### src/rtl/pipe_stage_buf.sv
// pipe_stage_buf: DEPTH-entry elastic buffer placed between two pipeline stages.
// Valid/ready on both sides, registered outputs (no input-to-output fall-through),
// synchronous flush that drops everything in flight, occupancy reporting and a
// saturating count of entries discarded by flush.
module pipe_stage_buf #(
   parameter  int WIDTH = 64,
   parameter  int DEPTH = 2,
   localparam int PW    = $clog2(DEPTH),
   localparam int CW    = $clog2(DEPTH + 1)
) (
   input  logic             clk,
   input  logic             rst,
   input  logic             in_valid,
   output logic             in_ready,
   input  logic [WIDTH-1:0] in_data,
   output logic             out_valid,
   input  logic             out_ready,
   output logic [WIDTH-1:0] out_data,
   input  logic             flush,
   output logic [CW-1:0]    occupancy,
   output logic [15:0]      discard_cnt
);

   // Registered control state
   logic [PW-1:0] r_wr_ptr;
   logic [PW-1:0] r_rd_ptr;
   logic [CW-1:0] r_count;
   logic [15:0]   r_discard_cnt;

   // Combinational helpers
   logic             w_in_ready;
   logic             w_out_valid;
   logic             w_push;
   logic             w_pop;
   logic [CW-1:0]    w_count_next;
   logic [16:0]      w_disc_sum;
   logic [15:0]      w_disc_next;
   logic [WIDTH-1:0] w_entry [DEPTH];

   // Acceptance looks only at stored count and flush, so a full buffer refuses
   // input even in a cycle where the head is being consumed.
   assign w_in_ready  = ~rst & ~flush & (r_count < CW'(DEPTH));
   assign w_out_valid = (r_count != '0);
   assign w_push      = in_valid  & w_in_ready  & ~flush;
   assign w_pop       = w_out_valid & out_ready & ~flush;

   // Everything a flush throws away: what is stored plus what is being offered.
   assign w_disc_sum  = {1'b0, r_discard_cnt} + 17'(r_count) + 17'(in_valid);

   // Next occupancy from push/pop; simultaneous push and pop leaves it unchanged
   always_comb begin
      w_count_next = r_count;
      case ({w_push, w_pop})
         2'b10:   w_count_next = r_count + CW'(1);
         2'b01:   w_count_next = r_count - CW'(1);
         default: w_count_next = r_count;
      endcase
   end

   // Clamp the discard total at all-ones instead of wrapping
   always_comb begin
      w_disc_next = w_disc_sum[15:0];
      if (w_disc_sum[16]) begin
         w_disc_next = 16'hFFFF;
      end
   end

   // Pointer, count and discard counter updates; flush outranks push and pop
   always_ff @(posedge clk or posedge rst) begin
      if (rst) begin
         r_wr_ptr      <= '0;
         r_rd_ptr      <= '0;
         r_count       <= '0;
         r_discard_cnt <= '0;
      end else if (flush) begin
         r_wr_ptr      <= '0;
         r_rd_ptr      <= '0;
         r_count       <= '0;
         r_discard_cnt <= w_disc_next;
      end else begin
         r_count <= w_count_next;
         if (w_push) begin
            r_wr_ptr <= r_wr_ptr + PW'(1);
         end
         if (w_pop) begin
            r_rd_ptr <= r_rd_ptr + PW'(1);
         end
      end
   end

   // One payload register per slot; contents survive flush and reset because
   // out_valid masks stale data.
   genvar gi;
   generate
      for (gi = 0; gi < DEPTH; gi++) begin : g_entry
         logic [WIDTH-1:0] r_data;

         // Capture the offered payload when this slot is the write target
         always_ff @(posedge clk) begin
            if (w_push && (r_wr_ptr == PW'(gi))) begin
               r_data <= in_data;
            end
         end

         assign w_entry[gi] = r_data;
      end
   endgenerate

   // Head entry, forced to zero whenever nothing is stored
   always_comb begin
      out_data = '0;
      if (w_out_valid) begin
         out_data = w_entry[r_rd_ptr];
      end
   end

   assign in_ready    = w_in_ready;
   assign out_valid   = w_out_valid;
   assign occupancy   = r_count;
   assign discard_cnt = r_discard_cnt;

endmodule

### config.mk
export PLATFORM = sky130hd
export DESIGN_NAME = pipe_stage_buf
export DESIGN_NICKNAME = d
export VERILOG_FILES = /design/src/rtl/pipe_stage_buf.sv
export SDC_FILE = /design/constraint.sdc
export NUM_CORES = 1
export LEC_CHECK = 0
export CAP_MARGIN = 25
export CORE_ASPECT_RATIO = 0.7
export CORE_MARGIN = 2
export CORE_UTILIZATION = 46
export CTS_BUF_LIST = sky130_fd_sc_hd__clkbuf_2 sky130_fd_sc_hd__clkbuf_4 sky130_fd_sc_hd__clkbuf_8
export DETAILED_ROUTE_END_ITERATION = 8
export HOLD_SLACK_MARGIN = 0.15
export PLACE_DENSITY = 0.8
export REMOVE_ABC_BUFFERS = 1
export SETUP_SLACK_MARGIN = 0.4
export SYNTH_ARGS = -nofsm -noshare
export SYNTH_HDL_FRONTEND = slang
export SYNTH_SLANG_ARGS = --single-unit
export TNS_END_PERCENT = 100
### constraint.sdc
create_clock -name clk -period 4.1 [get_ports clk]
set_input_delay 1.025 -clock clk [delete_from_list [all_inputs] [get_ports clk]]
set_output_delay 1.025 -clock clk [all_outputs]
set_load 0.05 [all_outputs]
==> metrics.md <==
| Metric | Value |
|---|---|
| Max Slew Vio Count | 0 |
| Largest net degree at the start of global routing | 65 |
| DR WL/cell | 17.7 µm |
| DRT Pass-1 Iters | 4 |
| Die Span Y | 98.9 µm |
| Startpoint types | flop |
| Max_slew headroom | 0.471 |
| GPL Wtd Cong | 0.834 |
| Antenna Cells | 0 |
| Final Cycle Share | 0.868 |
| Pre-CTS WS | 0.518 ns |
| Final TNS setup | 0 ns |
| Fin crit period | 3.56 ns |
| Setup ws final | 0.542 ns |
| All-Layer GR Usage | 0.191 |
| Slowest Stage Delay on Critical Path | 0.83 ns |
| Worst Hold Class | reg -> reg |
| Resized Gates After CTS | 0 |
| Non-Filler Instances | 724 |
| Mapped Area | 5920 µm² |
| Total power | 0.00357 W |
| Initial core utilization | 0.473 |
| Final Hold Viols | 0 |
| Register area share after synthesis | 0.734 |
| Area added between synthesis and finish | 36.8% |
| DRC Markers | 0 |
| Post-Syn Instances | 384 |
| Most common cell after layout, fill and taps aside | clkdlybuf4s50_1 |
| Grt total ovfl | 0 |
| Placed insts | 689 |
| H-tree depth | 4 |
| Ys Warns | 0 |
| Clock skew | 0.0125 ns |
| VDD IR-drop max | 0.268 mV |
| CTS tree | yes |
| Synth cell types | 35 |
| Bufs and invs on worst path | 2 |
| Die ar. | 13800 µm² |
| Critical Path Fanout Max | 17 |
| Layout cell share with drive strength beyond 1 | 0.0996 |
| Die span in x | 140 µm |
| Fin nets | 621 |
| Clock Tree Root | clkbuf_8 |
| Top Family by Delay on Critical Path | buffers and inverters |
| Clock-pin slew of the registers on the worst-case setup and hold paths | 0.08 ns |
| CTS Buf Count | 17 |
| Final HPWL DP | 8070 µm |
| Post-Route WL | 12800 µm |
| Row Count | 34 |
| IO Pins | 153 |
| Least-Margin Pin Slew | 0.793 ns |
| CTS Hold Bufs | 0 |
| Pwr/cell area | 441 nW/µm² |
| Static Leak | 2.75 nW |
| Max Cap Viol | 0 |
| CP endpoint kind | output pin |
| Crit path kind | reg -> out |
| Commonest non-fill, non-tap cells in the layout | 151 x clkdlybuf4s50_1, 128 x edfxtp_1, 75 x nor2_1, 66 x mux2i_1, 19 x dfrtp_1 |
| Setup violators final | 0 |
| CP Data Arrival Time | 2.53 ns |
| Clk Latency, worst-skew pair | 0.43 ns |
| Mean Syn Cell Area | 15.4 µm² |
| Vias in the first global route | 3802 |
| # port buffers | 152 |
| Vias | 3669 |
| First-pass GRT wire length | 20300 µm |
| Achievable Freq | 281 MHz |
| RSZ-0062 raised after global routing | no |
| Outcome | finished clean |
| Slowest CP cell | clkdlybuf4s50_1 |
| Yosys reg bits | 148 |
| Antenna violations before repair | 0 |
| Worst path cell trace | buf_4 > mux2i_1 > nor2_1 > clkdlybuf4s50_1 |
| 1st-iter DRT viols | 244 |
| Vias per inst | 5.07 |
| Max Buffers Root-to-Sink | 2 |
| ANT nets after route | 0 |
| Worst hold slack | 0.597 ns |
| Critical Path RT | 3.07 ns |
| Clk sinks | 148 |
| Core box area | 12500 µm² |
-- sequential cells by signal (all words and copies together), names as in the netlist --
name / cells
r_wr_ptr: 1
r_rd_ptr: 1
occupancy: 2
discard_cnt: 16
g_entry.r_data: 128
-- layer usage --
metal	track usage	part of all wire	vias to the layer above
met3	0.0510	0.058	10
met4	0.0592	0.0095	0
li1	-	-	1730
met5	0	0	-
met2	0.321	0.50	137
met1	0.247	0.43	1792
-- final cells by class --
| type | instances | area, µm² |
|---|---|---|
| clock buffers | 17 | 234 |
| multi-input cells | 212 | 1480 |
| fillers | 927 | 4410 |
| clock inverters | 15 | 155 |
| repair buffers | 161 | 1640 |
| well taps | 162 | 203 |
| inverters | 9 | 33.8 |
| flip-flops and latches | 148 | 4350 |
-- worst min-delay path, delay by kind of cell (launching register included) --
| kind | cells | cell delay, ns |
|---|---|---|
| buffers and inverters | 1 | 0.08 |
| DFF | 1 | 0.42 |
| muxes | 1 | 0.06 |
-- metrics by stage --
| step | utilization | area, µm² |
|---|---|---|
| CTS | 0.646 | 8080 |
| detailed placement | 0.614 | 7680 |
| floorplan | - | 5840 |
| global placement | 0.614 | 7680 |
| global route | 0.647 | 8090 |
| finish | 0.647 | 8090 |
-- power breakdown --
part | internal, W | switching (W) | leakage, nW | total [W]
Combinational | 0.000266 | 0.000436 | 1.14 | 0.000702
Clock | 0.000543 | 0.000558 | 0.186 | 0.00110
Sequential | 0.00170 | 0.0000681 | 1.42 | 0.00177
Total | 0.00251 | 0.00106 | 2.75 | 0.00357
-- synthesized netlist by cell type (all sizes together) --
library cell  number  area (µm²)
a21oi              5        25.0
nand3              7        62.6
nor2              78         300
nor4               2        12.5
and3               1        6.26
o21ai              5        28.8
nor3b              3        22.5
buf               15        75.1
nor2b              2        12.5
fa                 2        40.0
edfxtp           128        3840
xor2               3        26.3
mux2i             66         661
ha                 1        12.5
nor3               4        36.3
inv                9        33.8
a31oi              3        18.8
xnor2              6        52.6
a41oi              1        8.76
a2bb2oi            1        8.76
dfrtp             20         500
nand4              3        25.0
mux2               2        30.0
nand2             15        56.3
nand4b             1        15.0
clkbuf             1        3.75
-- worst paths after layout --
path	cells past startpoint	startpoint	slack, ns	to
hold reg to reg	2	discard_cnt[13]	0.60	discard_cnt[13]
max in group asynchronous	2	rst	2.38	r_rd_ptr
setup / recovery	4	r_rd_ptr	0.54	out_data[18]
hold / removal	2	discard_cnt[13]	0.60	discard_cnt[13]
min in group asynchronous	2	rst	1.14	r_wr_ptr
setup reg to reg	7	occupancy[0]	1.43	discard_cnt[11]
-- what timing repair did --
action                                  4_1_cts  5_1_grt
endpoints found under the hold margin         0        0
pin swaps                                     1        1
endpoints found under the setup margin       22        3
gates cloned                                  1        0
setup buffers                                 0        2
-- cell families after synthesis --
group           synth area share
compound gates            0.0152
xor+xnor                  0.0133
fa+ha+maj                0.00888
buf+inv                   0.0190
flops                      0.734
mux                        0.117
simple gates              0.0928
Note: power is estimated with default switching activity, not from simulation.
